--- src/rtl/stopwatch_ctrl.sv ---
// Stopwatch command sequencer with lap-snapshot FIFO; STOPWATCH_ALARM_EN adds limit auto-stop.
// All outputs registered (1-cycle latency); a lap pushed into a full FIFO without a pop is dropped.

module stopwatch_lap_fifo #(
  parameter int W     = 16,
  parameter int DEPTH = 4
) (
  input  logic         clk,
  input  logic         rst,
  input  logic         flush,
  input  logic         wr_vld,
  input  logic [W-1:0] wr_dat,
  input  logic         rd_rdy,
  output logic         rd_vld,
  output logic [W-1:0] rd_dat,
  output logic         full
);
  localparam int AW = $clog2(DEPTH);

  logic [W-1:0]  mem [DEPTH];
  logic [AW-1:0] wr_ptr, rd_ptr, rd_ptr_nxt;
  logic [AW:0]   cnt, cnt_nxt;
  logic          do_wr, do_rd;
  logic [W-1:0]  head_nxt;

  // Head is registered, so it is computed from the post-update pointers;
  // an entry written this cycle that becomes the head bypasses the array.
  always_comb begin
    do_rd      = rd_rdy && (cnt != '0);
    do_wr      = wr_vld && ((cnt != (AW+1)'(DEPTH)) || do_rd);
    cnt_nxt    = cnt + (AW+1)'(do_wr) - (AW+1)'(do_rd);
    rd_ptr_nxt = rd_ptr + AW'(do_rd);
    if (cnt_nxt == '0)
      head_nxt = '0;
    else if (do_wr && (rd_ptr_nxt == wr_ptr))
      head_nxt = wr_dat;
    else
      head_nxt = mem[rd_ptr_nxt];
  end

  always_ff @(posedge clk) begin
    if (rst || flush) begin
      wr_ptr <= '0;
      rd_ptr <= '0;
      cnt    <= '0;
      rd_vld <= 1'b0;
      rd_dat <= '0;
      full   <= 1'b0;
    end else begin
      if (do_wr) wr_ptr <= wr_ptr + AW'(1);
      rd_ptr <= rd_ptr_nxt;
      cnt    <= cnt_nxt;
      rd_vld <= (cnt_nxt != '0);
      rd_dat <= head_nxt;
      full   <= (cnt_nxt == (AW+1)'(DEPTH));
    end
  end

  always_ff @(posedge clk) begin
    if (do_wr) mem[wr_ptr] <= wr_dat;
  end
endmodule

module stopwatch_ctrl #(
  parameter int CNT_W     = 16,
  parameter int LAP_DEPTH = 4
) (
  input  logic             clk,
  input  logic             rst,
  input  logic             cmd_start,
  input  logic             cmd_stop,
  input  logic             cmd_lap,
  input  logic             cmd_clear,
  input  logic [CNT_W-1:0] sw_count,
  input  logic [CNT_W-1:0] limit,
  output logic             sw_start,
  output logic             sw_stop,
  output logic             sw_rst,
  output logic             running,
  output logic             paused,
  output logic             lap_valid,
  output logic [CNT_W-1:0] lap_data,
  input  logic             lap_pop,
  output logic             lap_full,
  output logic             lap_ovf,
  output logic             alarm
);
  typedef enum logic [1:0] {IDLE, RUN, PAUSE} state_t;

  state_t state;
  logic   lap_push, lap_drop, hit;

  always_comb begin
    lap_push = cmd_lap && !cmd_clear && (state != IDLE);
    lap_drop = lap_push && lap_full && !lap_pop;
  end

`ifdef STOPWATCH_ALARM_EN
  assign hit = (state == RUN) && (limit != '0) && (sw_count >= limit);
`else
  logic unused_limit;
  assign unused_limit = ^limit;
  assign hit = 1'b0;
`endif

  always_ff @(posedge clk) begin
    if (rst) begin
      state    <= IDLE;
      sw_start <= 1'b0;
      sw_stop  <= 1'b0;
      sw_rst   <= 1'b0;
      running  <= 1'b0;
      paused   <= 1'b0;
      lap_ovf  <= 1'b0;
      alarm    <= 1'b0;
    end else begin
      sw_start <= 1'b0;
      sw_stop  <= 1'b0;
      sw_rst   <= 1'b0;
      if (lap_drop) lap_ovf <= 1'b1;
      // A command that is ignored in the current state does not mask a lower-priority one.
      if (cmd_clear) begin
        sw_rst  <= 1'b1;
        state   <= IDLE;
        running <= 1'b0;
        paused  <= 1'b0;
        lap_ovf <= 1'b0;
        alarm   <= 1'b0;
      end else if ((state == RUN) && (cmd_stop || hit)) begin
        sw_stop <= 1'b1;
        state   <= PAUSE;
        running <= 1'b0;
        paused  <= 1'b1;
        if (hit) alarm <= 1'b1;
      end else if ((state != RUN) && cmd_start) begin
        sw_start <= 1'b1;
        state    <= RUN;
        running  <= 1'b1;
        paused   <= 1'b0;
        alarm    <= 1'b0;
      end
    end
  end

  stopwatch_lap_fifo #(
    .W     (CNT_W),
    .DEPTH (LAP_DEPTH)
  ) u_lap_fifo (
    .clk    (clk),
    .rst    (rst),
    .flush  (cmd_clear),
    .wr_vld (lap_push),
    .wr_dat (sw_count),
    .rd_rdy (lap_pop),
    .rd_vld (lap_valid),
    .rd_dat (lap_data),
    .full   (lap_full)
  );
endmodule

--- config.mk ---
export PLATFORM = sky130hd
export DESIGN_NAME = stopwatch_ctrl
export DESIGN_NICKNAME = d
export VERILOG_FILES = /design/src/rtl/stopwatch_ctrl.sv
export SDC_FILE = /design/constraint.sdc
export NUM_CORES = 1
export LEC_CHECK = 0
export ABC_AREA = 1
export BUFFER_PORTS_ARGS = -buffer_cell sky130_fd_sc_hd__clkbuf_2
export CAP_MARGIN = 5
export CELL_PAD_IN_SITES_DETAIL_PLACEMENT = 0
export CELL_PAD_IN_SITES_GLOBAL_PLACEMENT = 1
export CORE_ASPECT_RATIO = 0.8
export CORE_UTILIZATION = 35
export CTS_CLUSTER_SIZE = 30
export DETAILED_ROUTE_END_ITERATION = 8
export MAX_ROUTING_LAYER = met4
export PLACE_DENSITY = 0.75
export SYNTH_ARGS = -nofsm -noshare
export SYNTH_HDL_FRONTEND = slang
export SYNTH_SLANG_ARGS = --single-unit
--- constraint.sdc ---
create_clock -name clk -period 3.3 [get_ports clk]
set_clock_uncertainty 0.15 [all_clocks]
set_input_delay 0.66 -clock clk [delete_from_list [all_inputs] [get_ports clk]]
set_output_delay 0.66 -clock clk [all_outputs]
set_load 0.02 [all_outputs]
==> results.sh, run 1 <==
export IMPL_pins_over_their_slew_limit=0
export IMPL_netlist_area_mm2=0.00395
export IMPL_drtPass1Iterations=4
export IMPL_cts_repair_resized=0
export IMPL_path_max_fanout=17
export IMPL_floorplan_rows=34
export IMPL_area_growth_synth_to_final_pct=18.0
export IMPL_fmaxAchievable_mhz=362
export IMPL_final_min_period_over_clock_period=0.837
export IMPL_post_cts_hold_buffer_count=0
export IMPL_antenna_nets_post_route=0
export IMPL_clkTransAtPathRegs_ns=0.06
export IMPL_ys_types=23
export IMPL_cts_made_buffers=9
export IMPL_gr_usage_all_layers=0.152
export IMPL_syn_area_per_cell_um2=9.43
export IMPL_io_buffer_count=46
export IMPL_power_static_leakage_nw=2.07
export IMPL_die_width_um=121
export IMPL_rr_worst_depth=12
export IMPL_setup_reg_to_reg_worst_slack_ns=0.54
export IMPL_drc=0
export IMPL_cap_violations=0
export IMPL_hold_class="reg2reg"
export IMPL_htreeDepth=3
export IMPL_num_nets_final=521
export IMPL_floorplan_core_area_mm2=0.0109
export IMPL_worst_setup_path_end_kind="flop"
export IMPL_r2r_start="u_lap_fifo.cnt[1]$_SDFF_PP0_"
export IMPL_post_synthesis_instance_total=419
export IMPL_timing_critical_path_required_ns=3.38
export IMPL_cp_arrival_ns=2.84
export IMPL_die_area_mm2=0.0117
export IMPL_hpwlAfterDp_um=4870
export IMPL_final_setup_viol_count=0
export IMPL_final_hold_violation_count=0
export IMPL_layout_drive_gt1_share=0.163
export IMPL_holdPathStages=2
export IMPL_antennaDiodeCount=0
export IMPL_drt_iter0_markers=97
export IMPL_largest_net_degree_at_the_start_of_global_routing=34
export IMPL_io_pins=64
export IMPL_floorplan_initialDensity=0.361
export IMPL_antenna_violations_before_repair=0
export IMPL_slew_headroom=0.502
export IMPL_dp_cells=607
export IMPL_cts_tree="done"
export IMPL_mappedNetlistNets=466
export IMPL_routed_wirelength_um=7820
export IMPL_via_count_of_the_first_global_routing_pass=2558
export IMPL_power_per_cell_area_mw_per_mm2=529
export IMPL_timing_worst_setup_path_type="reg2reg"
export IMPL_timing_worst_slew_pin_value_ns=0.746
export IMPL_detail_route_vias_per_cell=4.30
export IMPL_vias=2676
export IMPL_cts_root_buf="clkbuf_16"
export IMPL_synthesis_yosys_warnings=0
export IMPL_clock_tree_sinks=95
export IMPL_post_cts_setup_buffer_count=0
export IMPL_crit_path_start_kind="flop"
export IMPL_grt_pass1_wl_um=12800
export IMPL_cts_buffer_depth=2
export IMPL_ir_drop_v=0.000249
export IMPL_die_h_um=97.0
export IMPL_source_of_the_worst_hold_timing_path="lap_ovf$_SDFFE_PP0P_"
export IMPL_run_status="finished clean"
export IMPL_wire_per_inst_um=12.5
export IMPL_stdcell_count=623
export IMPL_clock_latency_ns=0.34
export IMPL_period_needed_ns=2.76
export IMPL_worstReg2RegEnd="u_lap_fifo.rd_dat[6]$_SDFF_PP0_"
export IMPL_synth_seq_cells=95
export IMPL_tns_ns=0
export IMPL_routabilityCongestion=0.773
export IMPL_part_of_the_yosys_area_used_for_sequential_elements=0.644
export IMPL_grt_setup_unrepaired="false"
export IMPL_gr_total_overflow=0
export IMPL_min_to="lap_ovf$_SDFFE_PP0P_"
export IMPL_filler_cell_count=1060
[through the flow]
stage               worst slack, ns  hold slack, ns  cell area (µm²)  power, mW   util
finish                        0.538           0.321             4660       2.47  0.426
global route                  0.321           0.334             4660       2.56  0.426
CTS                           0.533           0.329             4660       2.50  0.426
detailed placement            0.283           0.318             4350       1.43  0.398
global placement              0.290           0.301             4350       1.43  0.398
floorplan                     0.716           0.372             3950       1.39      -
[worst max path at each step]
stage / start / cells past startpoint / to
6_report: u_lap_fifo.cnt[1]$_SDFF_PP0_ / 12 / u_lap_fifo.rd_dat[6]$_SDFF_PP0_
3_5_place_dp: lap_pop / 13 / u_lap_fifo.rd_dat[14]$_SDFF_PP0_
4_1_cts: u_lap_fifo.cnt[1]$_SDFF_PP0_ / 12 / u_lap_fifo.rd_dat[6]$_SDFF_PP0_
2_1_floorplan: cmd_clear / 14 / u_lap_fifo.rd_dat[11]$_SDFF_PP0_
5_1_grt: u_lap_fifo.cnt[1]$_SDFF_PP0_ / 12 / u_lap_fifo.rd_dat[8]$_SDFF_PP0_
3_3_place_gp: lap_pop / 13 / u_lap_fifo.rd_dat[6]$_SDFF_PP0_
[final cells by class]
cell class	count	area, µm²	area share
Inverter	39	151	0.0325
Timing Repair Buffer	56	305	0.0655
Clock inverter	4	52.6	0.0113
Sequential cell	95	2540	0.545
Multi-Input combinational cell	273	1170	0.251
Clock buffer	12	258	0.0553
Tap cell	144	180	0.0386
[worst max-delay path: stages, from the launching register on]
cell and delay (ns):
dfxtp_1 0.41, inv_1 0.09, a31oi_1 0.24, ha_1 0.27, inv_1 0.05, ha_1 0.14
inv_1 0.05, fa_1 0.38, nand3b_1 0.17, nand3_1 0.14, nand2_2 0.29, nand2_1 0.20
nor2_1 0.05
[layout by cell type (no fill, tap or decap), drive strengths merged]
cell type | Yosys | routed
clkinv | 1 | 4
inv | 38 | 38
edfxtp | 64 | 64
nor2 | 51 | 51
nor3 | 1 | 1
a31oi | 2 | 2
conb | 1 | 1
nand3 | 4 | 4
dfxtp | 31 | 31
nand3b | 1 | 1
buf | 12 | 10
a21oi | 4 | 4
bufinv | 0 | 1
fa | 1 | 1
ha | 7 | 7
nand2 | 192 | 192
clkbuf | 0 | 58
o21ai | 9 | 9
[flip-flops by register name, summed over array words and instances (netlist names)]
register / count
lap_ovf: 1
paused: 1
state: 1
sw_rst: 1
sw_start: 1
sw_stop: 1
u_lap_fifo.cnt: 3
u_lap_fifo.full: 1
u_lap_fifo.mem: 64
u_lap_fifo.rd_dat: 16
u_lap_fifo.rd_ptr: 2
u_lap_fifo.rd_vld: 1
u_lap_fifo.wr_ptr: 2
[kinds of logic (layout without fill, tap and decap cells)]
group           Yosys count  in the layout  share of synthesized area
compound gates           15             15                     0.0196
other cells               1              1                   0.000949
buf+inv                  51            111                     0.0595
simple gates            249            249                      0.249
fa+ha+maj                 8              8                     0.0272
flops                    95             95                      0.644
[synth_stat cells, drive strengths merged]
library cell,n,area share
a21oi,4,0.0051
a31oi,2,0.0032
buf,12,0.021
clkinv,1,0.0022
conb,1,0.00095
dfxtp,31,0.16
edfxtp,64,0.49
fa,1,0.0051
ha,7,0.022
inv,38,0.036
nand2,192,0.18
nand3,4,0.0082
nand3b,1,0.0019
nor2,51,0.053
nor3,1,0.0013
o21ai,9,0.011
[layer usage]
layer | part of all wire | track usage | wire length, µm
met1 | 0.49 | 0.195 | 3830
met4 | 0.0093 | 0.0418 | 73
met5 | 0 | - | 0
met3 | 0.050 | 0.0519 | 394
met2 | 0.45 | 0.229 | 3520
[power breakdown]
part | switching, mW | internal (mW) | leakage [nW] | total, mW
clock | 0.425 | 0.635 | 0.152 | 1.06
sequential | 0.00368 | 1.28 | 0.827 | 1.28
combinational | 0.0814 | 0.0397 | 1.09 | 0.121
No activity file was read; power rests on OpenSTA's default activity.
==> run 2, diff against run 1 <==
==> constraint.sdc (replaced) <==
create_clock -name clk -period 2.65 [get_ports clk]
set_clock_uncertainty 0.15 [all_clocks]
set_input_delay 0.53 -clock clk [delete_from_list [all_inputs] [get_ports clk]]
set_output_delay 0.53 -clock clk [all_outputs]
set_load 0.02 [all_outputs]
==> run 2 against run 1 <==
- clock power increased by 27%
- die area did not move
- combinational power increased by 37%
- clock-buffer cell count down 2
- sequential power grew 25%
- setup slack got worse by 0.28 ns
- global-route usage up 0.088 points
- routed wire length grew 0.17%
- first-iteration DRC count is 6.2% higher
- cell count rose by 2.1%
- utilization up 1.3 points
- highest routed layer unchanged
==> results.sh, run 2 (synthesis gave the netlist of run 1 again) <==
export IMPL_rr_worst_depth=13
export IMPL_worstReg2RegEnd="u_lap_fifo.rd_dat[6]$_SDFF_PP0_"
export IMPL_io_buffer_count=46
export IMPL_detail_route_vias_per_cell=4.29
export IMPL_largest_net_degree_at_the_start_of_global_routing=34
export IMPL_timing_critical_path_required_ns=2.73
export IMPL_wire_per_inst_um=12.3
export IMPL_layout_drive_gt1_share=0.187
export IMPL_antennaDiodeCount=0
export IMPL_setup_reg_to_reg_worst_slack_ns=0.26
export IMPL_floorplan_rows=34
export IMPL_hold_class="in2reg"
export IMPL_largest_register="u_lap_fifo.mem"
export IMPL_floorplan_initialDensity=0.361
export IMPL_period_needed_ns=2.39
export IMPL_io_pins=64
export IMPL_cp_slowest_cell="fa_1"
export IMPL_antenna_violations_before_repair=0
export IMPL_ir_drop_v=0.000447
export IMPL_routed_wirelength_um=7830
export IMPL_post_cts_hold_buffer_count=0
export IMPL_run_status="finished clean"
export IMPL_area_growth_synth_to_final_pct=21.7
export IMPL_drc=0
export IMPL_via_count_of_the_first_global_routing_pass=2606
export IMPL_dp_cells=620
export IMPL_power_static_leakage_nw=2.15
export IMPL_post_dp_cell_area_mm2=0.00449
export IMPL_timing_critical_path_slowest_cell_delay_ns=0.38
export IMPL_clock_tree_sinks=95
export IMPL_design_power_total_mw=3.12
export IMPL_drt_iter0_markers=103
export IMPL_cts_root_buf="clkbuf_16"
export IMPL_routabilityCongestion=0.814
export IMPL_largest_reg_flops=64
export IMPL_clock_latency_ns=0.34
export IMPL_holdWs_ns=0.209
export IMPL_vias=2726
export IMPL_hpwlAfterDp_um=5110
export IMPL_cpMostUsedCell="inv_1"
export IMPL_layout_commonest_cell="nand2_1"
export IMPL_drtPass1Iterations=4
export IMPL_worst_setup_path_end_kind="flop"
export IMPL_fmaxAchievable_mhz=419
export IMPL_htreeDepth=3
export IMPL_fin_area_mm2=0.00481
export IMPL_r2r_start="u_lap_fifo.cnt[0]$_SDFF_PP0_"
export IMPL_layout_cells_most_common_list="nand2_1 (189), edfxtp_1 (64), nor2_1 (49), clkbuf_2 (46), inv_1 (37)"
export IMPL_cp_arrival_ns=2.47
export IMPL_antenna_nets_post_route=0
export IMPL_die_area_mm2=0.0117
export IMPL_worstPathCellList="inv_1, a31oi_2, ha_1, inv_1, ha_1, inv_1, fa_1, nand3b_1, nand3_1, nand2_2, buf_4, nand2_1, nor2_1"
export IMPL_cts_tree="done"
export IMPL_grt_setup_unrepaired="false"
export IMPL_stdcell_count=636
export IMPL_cp_endpoint="u_lap_fifo.rd_dat[6]$_SDFF_PP0_"
export IMPL_clkTransAtPathRegs_ns=0.06
export IMPL_cts_buffer_depth=2
export IMPL_die_h_um=97.0
export IMPL_grt_pass1_wl_um=12900
export IMPL_top_regs="u_lap_fifo.mem x64, u_lap_fifo.rd_dat x16, u_lap_fifo.cnt x3"
export IMPL_gr_total_overflow=0
export IMPL_crit_path_start_kind="flop"
export IMPL_cap_violations=0
export IMPL_power_per_cell_area_mw_per_mm2=649
export IMPL_crit_path_start="u_lap_fifo.cnt[0]$_SDFF_PP0_"
export IMPL_final_hold_violation_count=0
export IMPL_gr_usage_all_layers=0.153
export IMPL_pins_over_their_slew_limit=0
export IMPL_num_nets_final=534
export IMPL_timing_worst_setup_path_type="reg2reg"
export IMPL_final_min_period_over_clock_period=0.901
export IMPL_floorplan_core_area_mm2=0.0109
export IMPL_final_setup_viol_count=0
export IMPL_path_max_fanout=7
export IMPL_die_width_um=121
export IMPL_tns_ns=0
export IMPL_cts_made_buffers=9
[run 2: cell types whose count changed in the layout (fill, tap and decap cells not counted), sizes merged]
cell | before | now
clkinv | 4 | 5
clkbuf | 58 | 56
bufinv | 1 | 2
buf | 10 | 23
[run 2: report_power, final]
group / switching [mW] / internal (mW)
registers: 0.00499 / 1.59
clock network: 0.528 / 0.825
logic: 0.104 / 0.0620
[run 2: per-layer routing]
layer / up-vias / wire, µm / track usage
met5: - / 0 / -
met2: 61 / 3560 / 0.241
met4: 0 / 117 / 0.0570
met1: 1212 / 3720 / 0.187
li1: 1442 / - / -
met3: 11 / 426 / 0.0425
[run 2: worst min-delay path by stage]
| stage | from | depth (start not counted) | slack [ns] | to |
|---|---|---|---|---|
| 2_1_floorplan | u_lap_fifo.wr_ptr[1]$_SDFFE_PP0P_ | 2 | 0.37 | u_lap_fifo.wr_ptr[1]$_SDFFE_PP0P_ |
| 4_1_cts | rst | 2 | 0.19 | sw_rst$_SDFF_PP0_ |
| 3_5_place_dp | lap_ovf$_SDFFE_PP0P_ | 2 | 0.32 | lap_ovf$_SDFFE_PP0P_ |
| 3_3_place_gp | lap_ovf$_SDFFE_PP0P_ | 2 | 0.30 | lap_ovf$_SDFFE_PP0P_ |
| 5_1_grt | rst | 2 | 0.20 | sw_rst$_SDFF_PP0_ |
| 6_report | rst | 2 | 0.21 | sw_rst$_SDFF_PP0_ |
[run 2: layout make-up]
type                       instances  area (µm²)
clock buffer                      10         229
sequential                        95        2540
fill                            1038        6120
tap                              144         180
inverter                          39         151
multi-input combinational        273        1180
clock inverter                     6        86.3
timing repair buffer              69         440
[run 2: metrics by stage]
step            util  setup slack (ns)
2_1_floorplan      -             0.196
3_3_place_gp   0.410          -0.00550
3_5_place_dp   0.410           -0.0640
4_1_cts        0.439             0.180
5_1_grt        0.440            0.0411
6_report       0.440             0.261
[run 2: critical path, delay by kind of cell (launching register included)]
family / cells / cell delay (ns)
AOI/OAI and AO/OA: 1 / 0.21
adders and majority gates: 3 / 0.76
buffers and inverters: 4 / 0.34
DFF: 1 / 0.32
and+or+nand+nor: 5 / 0.49
[run 2: what timing repair did]
action | CTS | global route
endpoints found under the setup margin | 0 | 1
resized for setup | 0 | 1
buffers inserted | 0 | 0
